### config.mk
export PLATFORM = sky130hd
export DESIGN_NAME = serial_adder
export DESIGN_NICKNAME = d
export VERILOG_FILES = /design/src/rtl/serial_adder.sv
export SDC_FILE = /design/constraint.sdc
export NUM_CORES = 1
export LEC_CHECK = 0
export CAP_MARGIN = 20
export CORE_ASPECT_RATIO = 1.25
export CORE_MARGIN = 4
export CORE_UTILIZATION = 50
export CTS_CLUSTER_SIZE = 24
export DETAILED_ROUTE_END_ITERATION = 12
export PLACE_DENSITY = 0.79
export SLEW_MARGIN = 0
export SYNTH_ARGS = -nofsm -noshare
export SYNTH_HDL_FRONTEND = slang
export SYNTH_SLANG_ARGS = --single-unit
export TNS_END_PERCENT = 100
### constraint.sdc
create_clock -name clk -period 1.9 [get_ports clk]
set_clock_uncertainty 0.05 [all_clocks]
set_input_delay 0.475 -clock clk [delete_from_list [all_inputs] [get_ports clk]]
set_output_delay 0.475 -clock clk [all_outputs]
set_load 0.01 [all_outputs]
### src/rtl/serial_adder.sv
// Bit-serial adder: one full-adder cell and a carry flop add two WIDTH-bit
// operands LSB first, one bit per clock, then present sum/cout/ovf with a done pulse.
module serial_adder #(
  parameter int WIDTH = 8
) (
  input  logic             clk,
  input  logic             rst,
  input  logic             start,
  input  logic [WIDTH-1:0] a,
  input  logic [WIDTH-1:0] b,
  input  logic             cin,
  output logic             busy,
  output logic             done,
  output logic [WIDTH-1:0] sum,
  output logic             cout,
  output logic             ovf
);

  localparam int CW = (WIDTH > 1) ? $clog2(WIDTH) : 1;
  localparam logic [CW-1:0] LAST = CW'(WIDTH - 1);

  localparam logic [1:0] S_IDLE = 2'd0;
  localparam logic [1:0] S_RUN  = 2'd1;
  localparam logic [1:0] S_DONE = 2'd2;

  logic [1:0]       state_reg;
  logic [CW-1:0]    cnt_reg;
  logic [WIDTH-1:0] sa_reg;
  logic [WIDTH-1:0] sb_reg;
  logic [WIDTH-1:0] acc_reg;
  logic             c_reg;
  logic [WIDTH-1:0] sum_reg;
  logic             cout_reg;
  logic             ovf_reg;

  logic             s_bit;
  logic             c_next;
  logic [WIDTH-1:0] acc_next;

  // The single full-adder cell shared across all bit positions.
  always_comb begin
    s_bit    = sa_reg[0] ^ sb_reg[0] ^ c_reg;
    c_next   = (sa_reg[0] & sb_reg[0]) | (sa_reg[0] & c_reg) | (sb_reg[0] & c_reg);
    acc_next = {s_bit, acc_reg[WIDTH-1:1]};
  end

  always_ff @(posedge clk) begin
    if (rst) begin
      state_reg <= S_IDLE;
      cnt_reg   <= '0;
      sa_reg    <= '0;
      sb_reg    <= '0;
      acc_reg   <= '0;
      c_reg     <= 1'b0;
      sum_reg   <= '0;
      cout_reg  <= 1'b0;
      ovf_reg   <= 1'b0;
    end else begin
      case (state_reg)
        S_IDLE: begin
          if (start) begin
            sa_reg    <= a;
            sb_reg    <= b;
            c_reg     <= cin;
            cnt_reg   <= '0;
            state_reg <= S_RUN;
          end
        end
        S_RUN: begin
          sa_reg  <= sa_reg >> 1;
          sb_reg  <= sb_reg >> 1;
          acc_reg <= acc_next;
          c_reg   <= c_next;
          cnt_reg <= cnt_reg + 1'b1;
          if (cnt_reg == LAST) begin
            // On the MSB edge c_reg is exactly the carry into the MSB.
            state_reg <= S_DONE;
            sum_reg   <= acc_next;
            cout_reg  <= c_next;
            ovf_reg   <= c_reg ^ c_next;
          end
        end
        S_DONE: begin
          state_reg <= S_IDLE;
        end
        default: begin
          state_reg <= S_IDLE;
        end
      endcase
    end
  end

  assign busy = (state_reg != S_IDLE);
  assign done = (state_reg == S_DONE);
  assign sum  = sum_reg;
  assign cout = cout_reg;
  assign ovf  = ovf_reg;

endmodule

# Word-level counts from Yosys, hierarchy flattened
# Cells that the tools add are included.
# word_totals
reg_bits,40
latchBits,0
ram_bits,0
mem_bits_ro,0
in_bits,20
output_inout_bits,12
memories,0
# op_classes
n_addsub,1
multipliers,0
n_div,0
order_cmp,0
eq_ne,5
n_shift,0
muxes,11
bitwise,8
reduce_logical,6
# op_table
cell,count
$pmux W8 S2,2
$mux W8,2
$pmux W3 S2,1
$reduce_and A2 Y1,3
$mux W2,2
$ne A2 B2 Y1 const B,2
$pmux W2 S2,1
$reduce_bool A2 Y1,2
$add A3 B1 Y3 const B,1
$and A1 B1 Y1,3
$eq A3 B3 Y1 const B,1
$mux W3,1
$xor A1 B1 Y1,3
$eq A2 B1 Y1 const B,1
$eq A2 B2 Y1 const B,1
$logic_not A2 Y1,1
$or A1 B1 Y1,2
$pmux W1 S2,1
$mux W1,1

# Logic depth before layout (Yosys ltp)
# depth
depth_word,4
mapped_depth,6

# Worst setup path after synthesis
# No wires, ideal clock.
# synth_timing
path_type,in2reg
start,input start
end,register sa_reg[1]
setup_ns,0.134
arrival_ns,1.206
required_time_ns,1.716
path_slack_ns,0.511
stages,5
n_path_buf,2
cell_sequence,or3b_1 -> buf_6 -> buf_12 -> nor2_2 -> nor4_1
# synth_between
elab_chain_cells,2
# synth_rtl
item,line_no,rtl
from (decl),8,"input logic start,"
$ne A2 B2 Y1 (no source line),--,
$reduce_and A2 Y1 (no source line),--,
to (signal assigned),70,sa_reg <= sa_reg >> 1;
to (decl),28,logic [WIDTH-1:0] sa_reg;
# Every way passes these cells.
# A chain may end at the register's enable or synchronous reset.

# Final worst setup path
# layout_timing
start,register state_reg[0]
end,output busy
# layout_between
elab_chain_cells,1
# layout_rtl
item,line_no,rtl
from (decl),26,logic [1:0] state_reg;
from (signal assigned),49,state_reg <= S_IDLE;
from (signal assigned),66,state_reg <= S_RUN;
from (signal assigned),77,state_reg <= S_DONE;
$reduce_bool A2 Y1,93,assign busy = (state_reg != S_IDLE);
to (decl),12,"output logic busy,"
# Every way passes these cells.

==> reports/summary.json <==
{
  "timing": {
    "layout_worst_path_cycle_share": 0.939,
    "setup_ws_ps": 117,
    "fin_hold_ws_ps": 412,
    "drv_slew": 0,
    "max_clock_freq_mhz": 561,
    "grt_setup_unrepaired": "false",
    "pin_slew_with_the_least_headroom_to_its_limit_ps": 371,
    "finalHoldViolations": 0,
    "timing.final.setup_violations": 0,
    "final_period_minus_worst_setup_slack_ps": 1780,
    "slew_headroom": 0.752,
    "fin_tns_setup_ps": 0
  },
  "global_routing": {
    "globalRouteOverflowTotal": 0,
    "grt_pass1_vias": 1260,
    "grt_start_max_net_pins": 40,
    "initial_antenna_violation_count": 0,
    "grt_usage": 0.166,
    "first_pass_grt_wire_length_microns": 5430
  },
  "floorplan": {
    "chipHeight_microns": 71.4,
    "die_w_microns": 58.7,
    "start_util": 0.535,
    "design.die.area_sq_um": 4190,
    "rows": 22,
    "core_area_sq_um": 3000,
    "top_level_ports": 32
  },
  "setup_path": {
    "critical-path-top-delay-family": "flip-flops",
    "path_cells": "or2_2 > dlygate4sd2_1",
    "worst_r2r_startpoint": "cnt_reg[0]",
    "ff2ff_setup_slack_ps": 340,
    "reg2reg_to": "ovf",
    "cpMaxStageDelayCell": "sky130_fd_sc_hd__dfxtp_1",
    "kind_of_capture_point_of_the_worst_setup_path": "primary output",
    "critical-path-max-stage-delay_ps": 340,
    "worst-endpoint-required_ps": 1370,
    "cp_num_buf_inv": 1,
    "worstPathArrival_ps": 1260,
    "reg2reg_depth": 5,
    "worst-setup-path-type": "reg2out",
    "timing.critical_path.from_type": "flip-flop",
    "critPathMaxFanout": 3
  },
  "worst_hold_path": {
    "worstHoldPathType": "reg2reg",
    "hold_path_end": "sum[5]",
    "hold_start": "sum[5]",
    "hold_depth": 2
  },
  "placed_design": {
    "port-buffer-count": 31,
    "dpl_worst_slack_ps": 7.12,
    "gp_congestion": 0.723,
    "place_hpwl_microns": 2330
  },
  "status": {
    "status": "completed"
  },
  "cells_and_area": {
    "share_of_layout_cells_above_drive_strength_1": 0.115,
    "diodes": 0,
    "final_cell_mix": "41 x sky130_fd_sc_hd__nor2_1, 39 x sky130_fd_sc_hd__dfxtp_1, 32 x sky130_fd_sc_hd__nand2_1",
    "syn2layout_area_growth_pct": 26.1,
    "num-nets-final": 248,
    "finalCoreUtilization": 0.675,
    "mostFrequentLayoutCell": "sky130_fd_sc_hd__nor2_1"
  },
  "drt": {
    "dr.pass1.iters": 4,
    "routed-wl-met2_microns": 1590,
    "routed_wirelength_microns": 3210,
    "postRouteAntennaNets": 0,
    "drc": 0,
    "post_drt_via_cell_ratio": 5.23,
    "top_layer": "met4",
    "post_drt_wl_per_cell_microns": 12.3,
    "drt_first_iter_violations": 23,
    "m1WireLength_microns": 1330,
    "vias": 1369,
    "met3RoutedLength_microns": 210
  },
  "logic_synthesis": {
    "postSynthNetCount": 216,
    "synth_largest_area_cell": "sky130_fd_sc_hd__dfxtp_1",
    "yosys_warnings": 0,
    "synth_largest_type_area_fraction": 0.486,
    "yosysUniqueCellTypes": 28,
    "synth.cell_area_sq_um": 1610,
    "synth_seq_cells": 39,
    "register_area_share_after_synthesis": 0.486,
    "mean_cell_area_of_the_mapped_netlist_sq_um": 8.32,
    "synthCells": 193,
    "netlist_top_cells_area": "sky130_fd_sc_hd__dfxtp_1 49%, sky130_fd_sc_hd__nor2_1 9.6%, sky130_fd_sc_hd__nand2_1 7.5%"
  },
  "clock_network": {
    "cts.clk_slew.worst_paths_ps": 110,
    "clkSinkCount": 39,
    "clock_tree.buffer_depth": 2,
    "cts_root_buf": "sky130_fd_sc_hd__clkbuf_4",
    "clk-insertion-delay-late_ps": 340,
    "tritoncts": "built",
    "cts.hold.buffers_added": 0,
    "htree_depth": 2,
    "cts_buf_count": 5
  },
  "power": {
    "report.power.total_uw": 1550,
    "worst_ir_drop_vdd_mv": 0.608,
    "pwr_density_cell_nw_per_um2": 768,
    "leakagePower_uw": 0.000774
  },
  "flow_run": {
    "maxCapViolCount": 0
  }
}
## cells in the mapped netlist
master and n:
sky130_fd_sc_hd__nor2_1 41, sky130_fd_sc_hd__dfxtp_1 39, sky130_fd_sc_hd__nand2_1 32, sky130_fd_sc_hd__a21oi_1 18, sky130_fd_sc_hd__nor4_1 15, sky130_fd_sc_hd__buf_2 6, sky130_fd_sc_hd__nor2_2 6, sky130_fd_sc_hd__clkbuf_1 5
sky130_fd_sc_hd__nor2_4 4, sky130_fd_sc_hd__nand3b_1 3, sky130_fd_sc_hd__nor2b_1 3, sky130_fd_sc_hd__a22oi_1 2, sky130_fd_sc_hd__ha_1 2, sky130_fd_sc_hd__mux2i_1 2, sky130_fd_sc_hd__o21ai_0 2, sky130_fd_sc_hd__a211oi_1 1
sky130_fd_sc_hd__and3b_1 1, sky130_fd_sc_hd__buf_12 1, sky130_fd_sc_hd__buf_6 1, sky130_fd_sc_hd__fa_1 1, sky130_fd_sc_hd__inv_1 1, sky130_fd_sc_hd__nand2b_1 1, sky130_fd_sc_hd__nor3_1 1, sky130_fd_sc_hd__o21ba_2 1
sky130_fd_sc_hd__o21bai_1 1, sky130_fd_sc_hd__or2_2 1, sky130_fd_sc_hd__or3b_1 1, sky130_fd_sc_hd__xnor2_1 1
## layout make-up
cell class | count | area [sq um]
Inverter | 1 | 3.75
Multi-Input combinational cell | 140 | 741
Sequential cell | 39 | 781
Fill cell | 262 | 976
Timing Repair Buffer | 38 | 385
Tap cell | 36 | 45.0
Clock buffer | 8 | 68.8
## metrics by stage
step | cell area (sq um) | cells
floorplan | 1610 | 193
global placement | 1960 | 254
detailed placement | 1960 | 254
CTS | 2020 | 262
global route | 2020 | 262
finish | 2020 | 262
## power breakdown
part,switching (uW),internal [uW]
clock network,258,218
logic,98.6,100
registers,24.5,855
## routing by layer
layer,vias up,GRT usage
li1,700,-
met1,622,0.184
met2,39,0.282
met3,8,0.0559
met4,0,0.0756
met5,-,0
## tightest hold or removal path, cell delays in order, from the launching register on
cell	delay [ps]
sky130_fd_sc_hd__dfxtp_1	320
sky130_fd_sc_hd__nand2_1	50
sky130_fd_sc_hd__a21oi_1	50
## repair_timing
action / in CTS / in global routing
setup buffers: 0 / 0
hold endpoints to repair: 0 / 0
setup endpoints to repair: 2 / 0
gates resized for setup: 2 / 0
## logic make-up (layout without fill, tap and decap cells)
| kind of cell | after synthesis | after routing | share of synthesized area |
|---|---|---|---|
| buffers and inverters | 14 | 47 | 0.0522 |
| multiplexers | 2 | 2 | 0.0125 |
| adder cells (fa/ha/maj) | 3 | 3 | 0.0281 |
| XOR/XNOR | 1 | 1 | 0.00546 |
| flip-flops | 39 | 39 | 0.486 |
| AND/OR/NAND/NOR | 109 | 109 | 0.328 |
| AO/OA/AOI/OAI | 25 | 25 | 0.0873 |
## worst max-delay path by stage
| stage | depth (start not counted) | slack, ps | start | to |
|---|---|---|---|---|
| global placement | 5 | 70 | start | sb_reg[0] |
| CTS | 2 | 100 | state_reg[0] | busy |
| global route | 2 | 70 | state_reg[0] | busy |
| detailed placement | 5 | 7 | start | sb_reg[3] |
| floorplan | 5 | 510 | start | sa_reg[1] |
| finish | 2 | 120 | state_reg[0] | busy |
(Power assumes the default switching activity.)
